`src/rtl/byte_unstriping.sv`:
```
// Receive-side lane merger: deskews four striped lanes on COM through per-lane
// elastic FIFOs, then pops them round-robin 0,1,2,3 into one tagged byte stream.
module byte_unstriping #(
    parameter int unsigned DEPTH    = 4,
    parameter int unsigned MAX_SKEW = 8,
    parameter logic [7:0]  K_COM    = 8'hBC,
    parameter logic [7:0]  K_SKP    = 8'h1C,
    parameter logic [7:0]  K_STP    = 8'hFB,
    parameter logic [7:0]  K_SDP    = 8'h5C,
    parameter logic [7:0]  K_END    = 8'hFD,
    parameter logic [7:0]  K_EDB    = 8'hFE,
    parameter logic [7:0]  K_FTS    = 8'h3C,
    parameter logic [7:0]  K_IDL    = 8'h7C
) (
    input  logic       clk,
    input  logic       rst,
    input  logic       enb,
    input  logic [7:0] rx_lane0,
    input  logic [7:0] rx_lane1,
    input  logic [7:0] rx_lane2,
    input  logic [7:0] rx_lane3,
    input  logic [3:0] rx_lane_valid,
    input  logic [3:0] rx_lane_k,
    output logic [7:0] rx_Data,
    output logic       rx_Valid,
    output logic [3:0] rx_control_dk,
    output logic       rx_aligned,
    output logic       rx_align_err
);

    localparam int unsigned AW = $clog2(DEPTH);
    localparam int unsigned SW = $clog2(MAX_SKEW + 1);
    localparam logic [AW:0] PTR_ONE  = (AW + 1)'(1);
    localparam logic [SW-1:0] SKEW_LAST = SW'(MAX_SKEW - 1);

    typedef enum logic {S_ALIGN, S_MERGE} state_t;

    state_t        r_state, w_state_nxt;
    logic [3:0]    r_aligned, w_aligned_nxt;
    logic [SW-1:0] r_skew, w_skew_nxt;
    logic [1:0]    r_rd_lane, w_rd_lane_nxt;

    logic [8:0]    r_mem [4][DEPTH];
    logic [AW:0]   r_wptr [4];
    logic [AW:0]   r_rptr [4];

    logic [7:0]    r_data;
    logic [3:0]    r_dk;
    logic          r_valid;
    logic          r_err;

    logic [7:0]    w_byte [4];
    logic [3:0]    w_full, w_empty, w_com_hit, w_wr, w_ovf_lane;
    logic          w_pop, w_overflow, w_timeout, w_flush;
    logic [8:0]    w_pop_entry;

    function automatic logic [3:0] f_code(input logic [8:0] e);
        if (!e[8]) return 4'd0;
        case (e[7:0])
            K_COM:   return 4'd1;
            K_SKP:   return 4'd2;
            K_STP:   return 4'd3;
            K_SDP:   return 4'd4;
            K_END:   return 4'd5;
            K_EDB:   return 4'd6;
            K_FTS:   return 4'd7;
            K_IDL:   return 4'd8;
            default: return 4'd15;
        endcase
    endfunction

    always_comb begin
        w_byte[0] = rx_lane0;
        w_byte[1] = rx_lane1;
        w_byte[2] = rx_lane2;
        w_byte[3] = rx_lane3;
    end

    // Unaligned lanes in ALIGN only accept the COM that aligns them.
    always_comb begin
        w_full     = '0;
        w_empty    = '0;
        w_com_hit  = '0;
        w_wr       = '0;
        w_ovf_lane = '0;
        for (int unsigned i = 0; i < 4; i++) begin
            w_empty[i]   = (r_wptr[i] == r_rptr[i]);
            w_full[i]    = (r_wptr[i][AW] != r_rptr[i][AW]) &&
                           (r_wptr[i][AW-1:0] == r_rptr[i][AW-1:0]);
            w_com_hit[i] = rx_lane_valid[i] & rx_lane_k[i] & (w_byte[i] == K_COM);
            w_wr[i]      = enb & rx_lane_valid[i] &
                           ((r_state == S_MERGE) | r_aligned[i] | w_com_hit[i]);
        end
        w_pop = enb & (r_state == S_MERGE) & ~w_empty[r_rd_lane];
        for (int unsigned i = 0; i < 4; i++)
            w_ovf_lane[i] = w_wr[i] & w_full[i] & ~(w_pop & (r_rd_lane == 2'(i)));
        w_overflow  = |w_ovf_lane;
        w_pop_entry = r_mem[r_rd_lane][r_rptr[r_rd_lane][AW-1:0]];
    end

    always_comb begin
        w_state_nxt   = r_state;
        w_aligned_nxt = r_aligned;
        w_skew_nxt    = r_skew;
        w_rd_lane_nxt = r_rd_lane;
        w_timeout     = 1'b0;
        if (enb) begin
            if (w_overflow) begin
                w_state_nxt   = S_ALIGN;
                w_aligned_nxt = '0;
                w_skew_nxt    = '0;
                w_rd_lane_nxt = '0;
            end else if (r_state == S_ALIGN) begin
                if (r_aligned == 4'hF) begin
                    w_state_nxt   = S_MERGE;
                    w_skew_nxt    = '0;
                    w_rd_lane_nxt = '0;
                end else begin
                    if (r_aligned != '0) begin
                        if (r_skew == SKEW_LAST) w_timeout  = 1'b1;
                        else                     w_skew_nxt = r_skew + SW'(1);
                    end
                    if (w_timeout) begin
                        w_aligned_nxt = '0;
                        w_skew_nxt    = '0;
                    end else begin
                        w_aligned_nxt = r_aligned | w_com_hit;
                    end
                end
            end else if (w_pop) begin
                w_rd_lane_nxt = r_rd_lane + 2'd1;
            end
        end
        w_flush = w_overflow | w_timeout;
    end

    always_ff @(posedge clk) begin
        if (!rst) begin
            r_state   <= S_ALIGN;
            r_aligned <= '0;
            r_skew    <= '0;
            r_rd_lane <= '0;
        end else begin
            r_state   <= w_state_nxt;
            r_aligned <= w_aligned_nxt;
            r_skew    <= w_skew_nxt;
            r_rd_lane <= w_rd_lane_nxt;
        end
    end

    always_ff @(posedge clk) begin
        for (int unsigned i = 0; i < 4; i++)
            if (w_wr[i]) r_mem[i][r_wptr[i][AW-1:0]] <= {rx_lane_k[i], w_byte[i]};
    end

    always_ff @(posedge clk) begin
        if (!rst || w_flush) begin
            for (int unsigned i = 0; i < 4; i++) begin
                r_wptr[i] <= '0;
                r_rptr[i] <= '0;
            end
        end else begin
            for (int unsigned i = 0; i < 4; i++) begin
                if (w_wr[i]) r_wptr[i] <= r_wptr[i] + PTR_ONE;
                if (w_pop && (r_rd_lane == 2'(i))) r_rptr[i] <= r_rptr[i] + PTR_ONE;
            end
        end
    end

    always_ff @(posedge clk) begin
        if (!rst) begin
            r_data  <= '0;
            r_dk    <= '0;
            r_valid <= 1'b0;
            r_err   <= 1'b0;
        end else begin
            r_valid <= w_pop;
            r_err   <= w_flush;
            if (w_pop) begin
                r_data <= w_pop_entry[7:0];
                r_dk   <= f_code(w_pop_entry);
            end
        end
    end

    assign rx_Data       = r_data;
    assign rx_control_dk = r_dk;
    assign rx_Valid      = r_valid;
    assign rx_align_err  = r_err;
    assign rx_aligned    = (r_state == S_MERGE);

endmodule
```
`config.mk`:
```
export PLATFORM = sky130hd
export DESIGN_NAME = byte_unstriping
export DESIGN_NICKNAME = d
export VERILOG_FILES = /design/src/rtl/byte_unstriping.sv
export SDC_FILE = /design/constraint.sdc
export NUM_CORES = 1
export LEC_CHECK = 0
export ABC_CLOCK_PERIOD_IN_PS = 5500
export BUFFER_PORTS_ARGS = -buffer_cell sky130_fd_sc_hd__buf_2
export CORE_MARGIN = 2
export CORE_UTILIZATION = 34
export DETAILED_ROUTE_END_ITERATION = 12
export PLACE_DENSITY = 0.56
export SETUP_SLACK_MARGIN = 0.3
export SLEW_MARGIN = 15
export SYNTH_ARGS = -nofsm -noshare
export SYNTH_HDL_FRONTEND = slang
export SYNTH_SLANG_ARGS = --single-unit
```
`constraint.sdc`:
```
create_clock -name clk -period 5.5 [get_ports clk]
set_input_delay 0.825 -clock clk [delete_from_list [all_inputs] [get_ports clk]]
set_output_delay 0.825 -clock clk [all_outputs]
set_load 0.01 [all_outputs]
```
# Word level (Yosys, flattened, before mapping)
# Memories as Yosys holds them, arrays and structs flattened. A register that Yosys moved wholly into a read port is not among the register bits.
# Cells that the tools add are included.
word_totals:
  register_bits: 25
  latchBits: 0
  ramBits: 168
  rom_bits: 0
  inputBits: 43
  out_inout_bits: 15
  wordCells: 232
  n_memories: 3
memory_table:
  columns: ["name", "depth", "width", "rd", "rd_clocked_by_memory_dff", "write_ports", "line", "text"]
  rows:
  - ["r_mem", 4, 36, 1, 1, 4, "43", "logic [8:0] r_mem [4][DEPTH];"]
  - ["r_rptr", 4, 3, 5, 1, 4, "45", "logic [AW:0] r_rptr [4];"]
  - ["r_wptr", 4, 3, 4, 0, 4, "44", "logic [AW:0] r_wptr [4];"]
op_classes:
  addsub: 10
  multipliers: 0
  div: 0
  magnitude_cmp: 10
  eq_ne: 33
  shifts: 0
  mux: 88
  bitwise: 58
  reduce_logical: 22
op_table:
  columns: ["operator", "count"]
  rows:
  - ["$mux W36", 4]
  - ["$demux W9 S2", 4]
  - ["$eq A8 B8 Y1 const B", 8]
  - ["$mux W9", 6]
  - ["$mux W4", 12]
  - ["$mux W1", 43]
  - ["$pmux W4 S8", 1]
  - ["$and A1 B1 Y1", 30]
  - ["$add A3 B1 Y3 const B", 8]
  - ["$mux W3", 8]
  - ["$bmux W9 S2", 1]
  - ["$or A1 B1 Y1", 17]
  - ["$eq A8 B7 Y1 const B", 2]
  - ["$mux W2", 8]
  - ["$ge A3 B3 Y1 const B", 5]
  - ["$not A2 Y3", 5]
  - ["$eq A3 B3 Y1", 4]
  - ["$logic_and A1 B1 Y1", 12]
  - ["$lt A3 B1 Y1 const B", 4]
  - ["$eq A2 B2 Y1", 4]
  - ["$eq A8 B5 Y1 const B", 1]
  - ["$eq A8 B6 Y1 const B", 1]
  - ["$reduce_bool A4 Y1", 2]
  - ["$reduce_and A3 Y1", 2]
  - ["21 further kinds", 29]

# Depth between registers and ports, before layout
logic_depth:
  word_depth: 20
  mapped_depth: 10

# Worst setup path after synthesis
# No wires, ideal clock.
synth_timing:
  path_kind: "input port to flip-flop"
  startpoint: "input port rx_lane2[6]"
  endpoint: "memory r_rptr[0][0] (netlist name) (enable)"
  setup_time_ns: 0.301
  t_arrival_ns: 2.629
  required_ns: 5.199
  path_slack_ns: 2.571
  stages: 8
  path_buffers: 1
  cell_sequence: "nand4b_1 o31ai_1 nand2_1 o2111a_1 o41a_1 nand4_1 buf_2 a21o_1"
synth_lines:
  columns: ["element", "line", "text"]
  rows:
  - ["start: declaration", "20", "input logic [7:0] rx_lane2,"]
  - ["end: declaration", "45", null]

==> out/results.tsv <==
metric	value	unit
post-place setup slack	1730	ps
Top FF cell, synth	edfxtp_1	
largest net degree at the start of global routing	43	
total power	2.915	mW
share of the synthesized area in the top cell type	57.27	%
Final WS setup	1896	ps
P_int	2.278	mW
Worst Path Arrival	3910	ps
Final GP Congestion	0.8064	
main area contributors after synthesis	edfxtp_1 57%, mux4_2 8.9%, dfxtp_1 6.1%	
TritonCTS clock tree	built	
worst hold slack	466.5	ps
Final setup violation count	0	
synthesized netlist net count	638	
I/O Pins	58	
slowest stage cell, crit path	mux4_2	
Worst EP required	5800	ps
Sink Count	195	
Filler cells	2319	
Die X	165.0	µm
# resized after CTS	0	
total wire length	23030	µm
VDD IR max	237.3	µV
Worst Path Max Fanout	42	
worst min-delay path class	reg2reg	
Die Footprint	27210	µm²
Via-to-Cell Ratio	5.401	
ANT nets after route	0	
clock share of power	40.7	%
Gate Count Post-Synth	570	
Worst R2R Setup Slack	1900	ps
Seq/Total Area, Yosys	63.41	%
first-pass GRT wire length	33310	µm
vias in the first global route	5445	
CTS clock-pin slew for the worst setup and hold paths	70	ps
Initial Utilization	34.78	%
period utilization	65.52	%
htree depth	4	
postcts setup bufs	0	
clock latency on the worst-skew pair	440	ps
yosys warns	0	
most common cell in the synthesized netlist	edfxtp_1	
drt initial violations	520	
Setup crit start kind	flop	
critical path class	reg2reg	
max-cap viol count	0	
PortBufs	57	
Ant. Diodes	0	
crit end category	flop	
fin. max-slew vios	0	
synth unique cells	67	
relative slew slack	27.59	%
DRC	0	
final instance area	9931	µm²
Via Count	5228	
Num CTS Buffers	17	
PwrDens	293.5	nW/µm²
Max clock buf depth	2	
clk_skew	7.995	ps
Cell Chain, Critical Path	buf_4 -> mux4_2 -> mux2i_1 -> mux2i_2 -> nand3_1 -> or4_4 -> a21oi_1 -> o22ai_1	
initial antenna violation count	0	
crit-path max cell delay	930	ps
commonest cells in the netlist	168 x edfxtp_1, 35 x mux4_2, 32 x nor3_1	
sequential power share	55.5	%
Total Neg Setup Slack	0	ps
Synth-to-Final Area Change	12.74	%
Yosys top cell by area	edfxtp_1	
fmax	0.2775	GHz
Clock Root Buffer	clkbuf_16	
RSZ-0062 raised after global routing	no	
grt total ovfl	0	
total track usage	17.30	%
Crit path max-delay family	multiplexers	
HPWL Detailed	15900	µm
Leakage	3.365	nW
Pre-Repair DR Iteration Count	5	
layout cell share with drive strength beyond 1	21.94	%
Mapped Area	8808	µm²
hold_buf cts	0	
die height	165.0	µm
Yosys reg bits	195	
Cell Rows	58	
Cell Area, Placed	9371	µm²
Period minus WS final	3604	ps
sum of buffers and inverters on the critical path	1	
DR WL/cell	23.80	µm
ys async rst share	0	%
Slew @ Worst Pin	1072	ps
final hold vios	0	
Syn Area/Cell	15.45	µm²
Core Box Area	25330	µm²
P_sw	636.6	µW
Comb pwr share	3.8	%
switching fraction of total power	21.84	%
nets@finish	694	
Post-synth EDFFs	168	
status	finished clean	
## final cells by class
type / instances / area (µm²) / area share [%]
Sequential cell: 195 / 5587 / 56.26
Multi-Input combinational cell: 325 / 2963 / 29.83
Clock buffer: 18 / 429.2 / 4.322
Tap cell: 330 / 412.9 / 4.158
Timing Repair Buffer: 60 / 307.8 / 3.099
Clock inverter: 13 / 130.1 / 1.310
Inverter: 27 / 101.3 / 1.021
## per-layer routing
metal	up-vias	track usage [%]	wire, µm	share of wire, %
met5	-	0	0	0
met4	0	5.455	493	2.1
met3	27	3.014	1014	4.4
met2	157	30.62	11870	52
met1	2708	21.55	9659	42
li1	2336	-	-	-
## kinds of logic (layout without fill, tap and decap cells)
group,after synthesis,in the layout,synth area share (%)
adder cells (fa/ha/maj),25,25,3.551
AND/OR/NAND/NOR,146,146,9.134
flip-flops,195,195,63.41
XOR/XNOR,22,22,2.187
AO/OA/AOI/OAI,59,59,5.099
multiplexers,73,73,13.66
buffers and inverters,50,118,2.954
## power groups by stage
stage	combinational, mW	clock (mW)	sequential, mW
global placement	0.105	0	1.65
floorplan	0.0557	0	1.65
global route	0.118	1.26	1.62
finish	0.110	1.19	1.62
CTS	0.110	1.20	1.62
detailed placement	0.109	0	1.65
## layout by cell type, fill, tap and decap left out, types with 18 or more instances in the layout
cell	count
and2_1	18
buf_2	57
dfxtp_1	26
edfxtp_1	168
ha_1	25
inv_1	26
mux2i_1	28
mux4_2	35
nor2_1	26
nor3_1	32
## per-stage QoR
| step | utilization [%] | std cells |
|---|---|---|
| after global routing | 39.21 | 968 |
| after CTS | 39.21 | 968 |
| final | 39.21 | 968 |
| after global placement | 37.00 | 937 |
| after floorplan | - | 570 |
| after detailed placement | 37.00 | 937 |
## worst reg2reg max path, delay by kind of cell (launching register included)
kind	cells	cell delay (ps)
AOI/OAI and AO/OA	2	320
and+or+nand+nor	2	680
DFF	1	310
buffers and inverters	1	500
muxes	3	1660
## flip-flops by register name (all words and copies together) (netlist names), named ones only
register and flops:
r_mem 144, r_rptr 12, r_wptr 12, rx_Data 8, r_aligned 4, r_skew 4
rx_control_dk 4, r_rd_lane 2, rx_Valid 1, rx_align_err 1, rx_aligned 1
## worst paths after layout
path         cells past startpoint                     from                             to
max                              8                     flop  rx_control_dk[3]$_SDFFE_PN0P_
min                              2  rx_Data[4]$_SDFFE_PN0P_        rx_Data[4]$_SDFFE_PN0P_
max reg2reg                      8                     flop  rx_control_dk[3]$_SDFFE_PN0P_
min reg2reg                      2  rx_Data[4]$_SDFFE_PN0P_        rx_Data[4]$_SDFFE_PN0P_
Power figures use the tool's default switching activity.
